## src/rtl/uart_tx_if.sv

```systemverilog
// Byte-stream handshake and line outputs shared by the UART transmitter and its producer.
// FIFO_DEPTH must match the transmitter's FIFO_DEPTH so the count width lines up.
interface uart_tx_if #(
  parameter int FIFO_DEPTH = 4
);
  localparam int CNT_W = $clog2(FIFO_DEPTH) + 1;

  logic [7:0]       i_data;
  logic             i_valid;
  logic             o_ready;
  logic             o_tx;
  logic             o_busy;
  logic [CNT_W-1:0] o_fifo_count;

  modport master (
    output i_data, i_valid,
    input  o_ready, o_tx, o_busy, o_fifo_count
  );

  modport slave (
    input  i_data, i_valid,
    output o_ready, o_tx, o_busy, o_fifo_count
  );
endinterface

```

## src/rtl/uart_tx.sv

```systemverilog
// 8N1/8N2 UART transmitter with a small push FIFO in front of the shift register.
// Frames run back to back while the FIFO holds data; o_tx is driven straight from a flop.
module uart_tx #(
  parameter int input_clk_hz = 12_000_000,
  parameter int baud_rate    = 9600,
  parameter int STOP_BITS    = 1,
  parameter int FIFO_DEPTH   = 4
) (
  input  logic      i_clk,
  input  logic      i_rst,
  uart_tx_if.slave  bus
);
  localparam int BIT_CLKS = input_clk_hz / baud_rate;
  localparam int BAUD_W   = (BIT_CLKS > 1) ? $clog2(BIT_CLKS) : 1;
  localparam int PTR_W    = $clog2(FIFO_DEPTH);
  localparam int CNT_W    = PTR_W + 1;

  localparam logic [BAUD_W-1:0] BAUD_LAST = BAUD_W'(BIT_CLKS - 1);
  localparam logic [2:0]        STOP_LAST = 3'(STOP_BITS - 1);
  localparam logic [CNT_W-1:0]  CNT_FULL  = CNT_W'(FIFO_DEPTH);

  localparam logic [1:0] S_IDLE  = 2'd0;
  localparam logic [1:0] S_START = 2'd1;
  localparam logic [1:0] S_DATA  = 2'd2;
  localparam logic [1:0] S_STOP  = 2'd3;

  logic [1:0]        state_q,    state_d;
  logic [BAUD_W-1:0] baud_cnt_q, baud_cnt_d;
  logic [2:0]        bit_idx_q,  bit_idx_d;
  logic [7:0]        shift_q,    shift_d;
  logic              tx_q,       tx_d;
  logic [PTR_W-1:0]  wr_ptr_q,   wr_ptr_d;
  logic [PTR_W-1:0]  rd_ptr_q,   rd_ptr_d;
  logic [CNT_W-1:0]  count_q,    count_d;
  logic [7:0]        mem_q [FIFO_DEPTH];
  logic [7:0]        mem_d [FIFO_DEPTH];

  logic       push;
  logic       pop;
  logic       fifo_nonempty;
  logic       bit_done;
  logic [7:0] fifo_head;

  assign bus.o_ready      = i_rst && (count_q < CNT_FULL);
  assign bus.o_tx         = tx_q;
  assign bus.o_busy       = (state_q != S_IDLE);
  assign bus.o_fifo_count = count_q;

  assign push          = bus.i_valid && bus.o_ready;
  assign fifo_nonempty = (count_q != '0);
  assign bit_done      = (baud_cnt_q == BAUD_LAST);
  assign fifo_head     = mem_q[rd_ptr_q];

  // Line sequencer: every bit boundary restarts the baud counter.
  always_comb begin
    state_d    = state_q;
    baud_cnt_d = baud_cnt_q + 1'b1;
    bit_idx_d  = bit_idx_q;
    shift_d    = shift_q;
    tx_d       = tx_q;
    pop        = 1'b0;
    case (state_q)
      S_IDLE: begin
        baud_cnt_d = '0;
        tx_d       = 1'b1;
        if (fifo_nonempty) begin
          pop     = 1'b1;
          shift_d = fifo_head;
          tx_d    = 1'b0;
          state_d = S_START;
        end
      end
      S_START: begin
        if (bit_done) begin
          baud_cnt_d = '0;
          tx_d       = shift_q[0];
          shift_d    = {1'b0, shift_q[7:1]};
          bit_idx_d  = '0;
          state_d    = S_DATA;
        end
      end
      S_DATA: begin
        if (bit_done) begin
          baud_cnt_d = '0;
          if (bit_idx_q == 3'd7) begin
            tx_d      = 1'b1;
            bit_idx_d = '0;
            state_d   = S_STOP;
          end else begin
            tx_d      = shift_q[0];
            shift_d   = {1'b0, shift_q[7:1]};
            bit_idx_d = bit_idx_q + 1'b1;
          end
        end
      end
      S_STOP: begin
        if (bit_done) begin
          baud_cnt_d = '0;
          if (bit_idx_q == STOP_LAST) begin
            bit_idx_d = '0;
            // Chain straight into the next start bit so queued bytes leave no idle gap.
            if (fifo_nonempty) begin
              pop     = 1'b1;
              shift_d = fifo_head;
              tx_d    = 1'b0;
              state_d = S_START;
            end else begin
              tx_d    = 1'b1;
              state_d = S_IDLE;
            end
          end else begin
            bit_idx_d = bit_idx_q + 1'b1;
          end
        end
      end
      default: begin
        baud_cnt_d = '0;
        tx_d       = 1'b1;
        state_d    = S_IDLE;
      end
    endcase
  end

  // Push is gated by o_ready and pop by non-empty, so the count cannot leave 0..FIFO_DEPTH.
  always_comb begin
    mem_d = mem_q;
    if (push) begin
      mem_d[wr_ptr_q] = bus.i_data;
    end
    wr_ptr_d = push ? wr_ptr_q + 1'b1 : wr_ptr_q;
    rd_ptr_d = pop  ? rd_ptr_q + 1'b1 : rd_ptr_q;
    case ({push, pop})
      2'b10:   count_d = count_q + 1'b1;
      2'b01:   count_d = count_q - 1'b1;
      default: count_d = count_q;
    endcase
  end

  always_ff @(posedge i_clk) begin
    if (!i_rst) begin
      state_q    <= S_IDLE;
      baud_cnt_q <= '0;
      bit_idx_q  <= '0;
      shift_q    <= '0;
      tx_q       <= 1'b1;
      wr_ptr_q   <= '0;
      rd_ptr_q   <= '0;
      count_q    <= '0;
    end else begin
      state_q    <= state_d;
      baud_cnt_q <= baud_cnt_d;
      bit_idx_q  <= bit_idx_d;
      shift_q    <= shift_d;
      tx_q       <= tx_d;
      wr_ptr_q   <= wr_ptr_d;
      rd_ptr_q   <= rd_ptr_d;
      count_q    <= count_d;
    end
  end

  always_ff @(posedge i_clk) begin
    mem_q <= mem_d;
  end
endmodule

```

## src/flat_wrapper.sv

```systemverilog
// flat-port wrapper written by rule: the top's interface ports become plain ports
module uart_tx_flat 
#(
  parameter int input_clk_hz = 12_000_000,
  parameter int baud_rate    = 9600,
  parameter int STOP_BITS    = 1,
  parameter int FIFO_DEPTH   = 4
)
  (i_clk, i_rst, bus_i_data, bus_i_valid, bus_o_ready, bus_o_tx, bus_o_busy, bus_o_fifo_count);
  uart_tx_if #(.FIFO_DEPTH(FIFO_DEPTH)) bus_i ();
  input  logic i_clk;
  input  logic i_rst;
  input wire logic [$bits(bus_i.i_data)-1:0] bus_i_data;
  input wire logic [$bits(bus_i.i_valid)-1:0] bus_i_valid;
  output wire logic [$bits(bus_i.o_ready)-1:0] bus_o_ready;
  output wire logic [$bits(bus_i.o_tx)-1:0] bus_o_tx;
  output wire logic [$bits(bus_i.o_busy)-1:0] bus_o_busy;
  output wire logic [$bits(bus_i.o_fifo_count)-1:0] bus_o_fifo_count;
  assign bus_i.i_data = bus_i_data;
  assign bus_i.i_valid = bus_i_valid;
  assign bus_o_ready = bus_i.o_ready;
  assign bus_o_tx = bus_i.o_tx;
  assign bus_o_busy = bus_i.o_busy;
  assign bus_o_fifo_count = bus_i.o_fifo_count;
  uart_tx #(.input_clk_hz(input_clk_hz), .baud_rate(baud_rate), .STOP_BITS(STOP_BITS), .FIFO_DEPTH(FIFO_DEPTH)) u_core (.i_clk(i_clk), .i_rst(i_rst), .bus(bus_i));
endmodule
```

## config.mk

```make
export PLATFORM = sky130hd
export DESIGN_NAME = uart_tx_flat
export DESIGN_NICKNAME = d
export VERILOG_FILES = /design/src/rtl/uart_tx_if.sv /design/src/rtl/uart_tx.sv /design/src/flat_wrapper.sv
export SDC_FILE = /design/constraint.sdc
export NUM_CORES = 1
export LEC_CHECK = 0
export ABC_AREA = 1
export CAP_MARGIN = 15
export CORE_ASPECT_RATIO = 2
export CORE_MARGIN = 2
export CORE_UTILIZATION = 36
export CTS_CLUSTER_SIZE = 16
export DETAILED_ROUTE_END_ITERATION = 10
export PLACE_DENSITY = 0.6
export SKIP_CTS_REPAIR_TIMING = 1
export SLEW_MARGIN = 15
export SYNTH_ARGS = -nofsm -noshare
export SYNTH_HDL_FRONTEND = slang
export SYNTH_SLANG_ARGS = --single-unit
```

## constraint.sdc

```tcl
create_clock -name i_clk -period 2.4 [get_ports i_clk]
set_input_delay 0.48 -clock i_clk [delete_from_list [all_inputs] [get_ports i_clk]]
set_output_delay 0.48 -clock i_clk [all_outputs]
set_load 0.03 [all_outputs]
```

==> results.json <==
{
  "p_total_mw": 4.37,
  "instances_no_fill": 487,
  "drtAntennaViolNets": 0,
  "yosysMostFrequentCell": "nor2_1",
  "hold_viol_final": 0,
  "synth_cell_types": 33,
  "fillerInstances": 783,
  "synth_area_um2": 3070,
  "max_clock_freq_ghz": 0.436,
  "rrSetupSlack_ns": 0.18,
  "synth_area_leaders": "edfxtp_1 (31%), dfxtp_1 (21%), nor2_1 (7.5%)",
  "async_reset_ff_frac": 0,
  "clk_pin_slew_ns": 0.05,
  "start_util": 0.370,
  "ir_drop_mv": 0.610,
  "clk_path_buf_depth": 2,
  "grt_pass1_wl_um": 10100,
  "synth_enable_flop_cells": 32,
  "area_growth_pct": 22.6,
  "cts.sinks": 64,
  "antennaDiodeCount": 0,
  "critPathMaxFanout": 5,
  "pin_count": 17,
  "die_w_um": 69.3,
  "port_buffers": 16,
  "switching_power_mw": 1.43,
  "avgSynthCellArea_um2": 8.67,
  "drtPass1Iterations": 4,
  "dieHeight_um": 135,
  "maxCapViolCount": 0,
  "switching_share": 0.327,
  "wirelength_um": 5910,
  "r2r_cells": 17,
  "cp.required_ns": 1.92,
  "drc": 0,
  "layout-drive-gt1-share": 0.144,
  "worst_slew_pin_slew_ns": 0.498,
  "worstSetupStartpointType": "register",
  "vias": 2310,
  "critPathKind": "register to output port",
  "syn-num-nets": 381,
  "sequentialPowerShare": 0.316,
  "grt_use_total": 0.141,
  "first_global_vias": 2291,
  "p_leak_nw": 1.51,
  "routabilityCongestion": 0.798,
  "cts_tree": "yes",
  "setup_viol": 0,
  "fin_worst_skew_ns": 0.00573,
  "worstReg2RegStart": "u_core.baud_cnt_q[1]",
  "rsz0062_at_grt": "no",
  "grt_start_max_net_pins": 19,
  "vias_per_cell": 4.74,
  "insertion_delay_ns": 0.33,
  "status": "complete, no violations",
  "hpwl_um": 4380,
  "ys.flop_type": "edfxtp_1",
  "rows": 47,
  "synth_top_area_frac": 0.313,
  "period_share": 0.956,
  "nNetsFinal": 411,
  "cts.root.buffer_cell": "clkbuf_16",
  "synth_top_area_cell": "edfxtp_1",
  "hold_path_depth": 1,
  "synth_seq_cells": 64,
  "power_density_nw_per_um2": 1160,
  "drt_iter0_drc": 55,
  "pwr-share-clk": 0.367,
  "fin_setup_tns_ns": 0,
  "core_um2": 8290,
  "seq_area_frac_synth": 0.522,
  "comb_power_share": 0.318,
  "r2r-end": "u_core.bus.o_fifo_count[2]",
  "end_kind": "output port",
  "cts_max_level": 3,
  "syn_inst": 354,
  "p_int_mw": 2.94,
  "dp_cells": 471,
  "finalMaxSlewViolations": 0,
  "hold_end": "u_core.bus.o_fifo_count[0]",
  "synthTopCellsByCount": "nor2_1 (61), nand2_1 (60), inv_1 (39)",
  "grt_antenna_before_repair": 0,
  "hp-class": "register to register",
  "synth_warnings": 0,
  "routedWlPerCell_um": 12.1,
  "hp-start": "u_core.bus.o_fifo_count[0]",
  "max_slew_margin": 0.665,
  "min_period_ns": 2.30,
  "grt_overflow": 0,
  "cts_buffers": 9,
  "dieArea_um2": 9330,
  "cp.arrival_ns": 1.82
}
metal layers:
layer,wire length [um],vias to the layer above,global-route usage,part of all wire
li1,-,1212,-,-
met1,2180,1062,0.122,0.37
met2,3410,24,0.273,0.58
met3,158,12,0.0410,0.027
met4,159,0,0.0861,0.027
met5,0,-,0,0
through the flow:
stage | instance area, um2 | setup slack (ns) | hold slack (ns) | util
floorplan | 3070 | 0.0413 | 0.454 | -
global placement | 3380 | 0.143 | 0.464 | 0.407
detailed placement | 3380 | 0.0678 | 0.478 | 0.407
CTS | 3750 | 0.0561 | 0.485 | 0.452
global route | 3760 | 0.00104 | 0.507 | 0.454
finish | 3760 | 0.105 | 0.482 | 0.454
layout by cell type (no fill, tap or decap):
master,Yosys,layout
or2_0,1,1
inv_2,7,9
nor2_2,4,5
xor2_1,3,3
buf_4,2,13
xnor2_1,1,1
clkbuf_16,0,9
inv_1,39,37
nand2_1,60,58
nand3_1,16,16
nand3_2,1,1
clkinv_4,0,1
nand2_2,2,4
dfxtp_1,32,31
clkinvlp_4,0,2
nand2_4,2,2
edfxtp_1,32,32
nor3b_1,1,1
clkdlybuf4s50_1,0,15
a21oi_1,14,13
ha_1,15,14
fa_2,0,1
nor3_1,2,2
ha_2,0,1
clkinv_1,1,1
nand4_1,3,3
nor4_1,2,2
nand4_4,1,1
o21bai_1,1,1
a21oi_2,0,1
nor3_2,1,1
bufinv_16,0,4
a211oi_1,3,3
nor2_1,61,60
dfxtp_2,0,1
o21ai_0,32,31
o21ai_1,7,8
cells by family after synthesis:
| family | Yosys count | synth area share |
|---|---|---|
| fa+ha+maj | 16 | 0.0676 |
| compound gates | 57 | 0.0962 |
| buf+inv | 56 | 0.0782 |
| xor+xnor | 4 | 0.0114 |
| flops | 64 | 0.522 |
| simple gates | 157 | 0.225 |
worst max-delay path, stage by stage (launching register included):
cell,delay [ns]
dfxtp_1,0.40
inv_1,0.11
ha_1,0.23
inv_1,0.09
clkdlybuf4s50_1,0.67
state kept, by name, indices dropped and copies added, names as in the netlist:
signal and count:
u_core.shift_q 8, u_core.bus.o_tx 1, u_core.wr_ptr_q 2, u_core.state_q 2
u_core.rd_ptr_q 2, u_core.mem_q 32, u_core.baud_cnt_q 11, u_core.bit_idx_q 3
u_core.bus.o_fifo_count 3
power groups by stage:
stage / clock network (mW) / registers [mW] / logic, mW
after global placement: 0 / 1.40 / 1.36
after detailed placement: 0 / 1.40 / 1.37
after global routing: 1.68 / 1.39 / 1.63
after CTS: 1.63 / 1.38 / 1.38
after floorplan: 0 / 1.43 / 1.01
final: 1.60 / 1.38 / 1.39
worst max-delay path by stage:
stage | slack (ns) | to | cells past startpoint | from
6_report | 0.10 | bus_o_busy | 4 | u_core.state_q[0]
5_1_grt | 0.001 | u_core.bus.o_fifo_count[2] | 17 | u_core.baud_cnt_q[1]
2_1_floorplan | 0.04 | u_core.bus.o_fifo_count[2] | 11 | i_rst
3_3_place_gp | 0.14 | u_core.bus.o_fifo_count[2] | 17 | u_core.baud_cnt_q[1]
3_5_place_dp | 0.07 | u_core.bus.o_fifo_count[2] | 17 | u_core.baud_cnt_q[1]
4_1_cts | 0.06 | u_core.bus.o_fifo_count[2] | 17 | u_core.baud_cnt_q[1]
final cells by class:
type	count	area, um2	share of cell area
inverter	47	176	0.0469
multi-input combinational	234	1240	0.331
clock buffer	9	225	0.0598
sequential	64	1600	0.426
clock inverter	7	144	0.0382
timing repair buffer	28	248	0.0658
tap	98	123	0.0326
No activity file was read; power rests on OpenSTA's default activity.
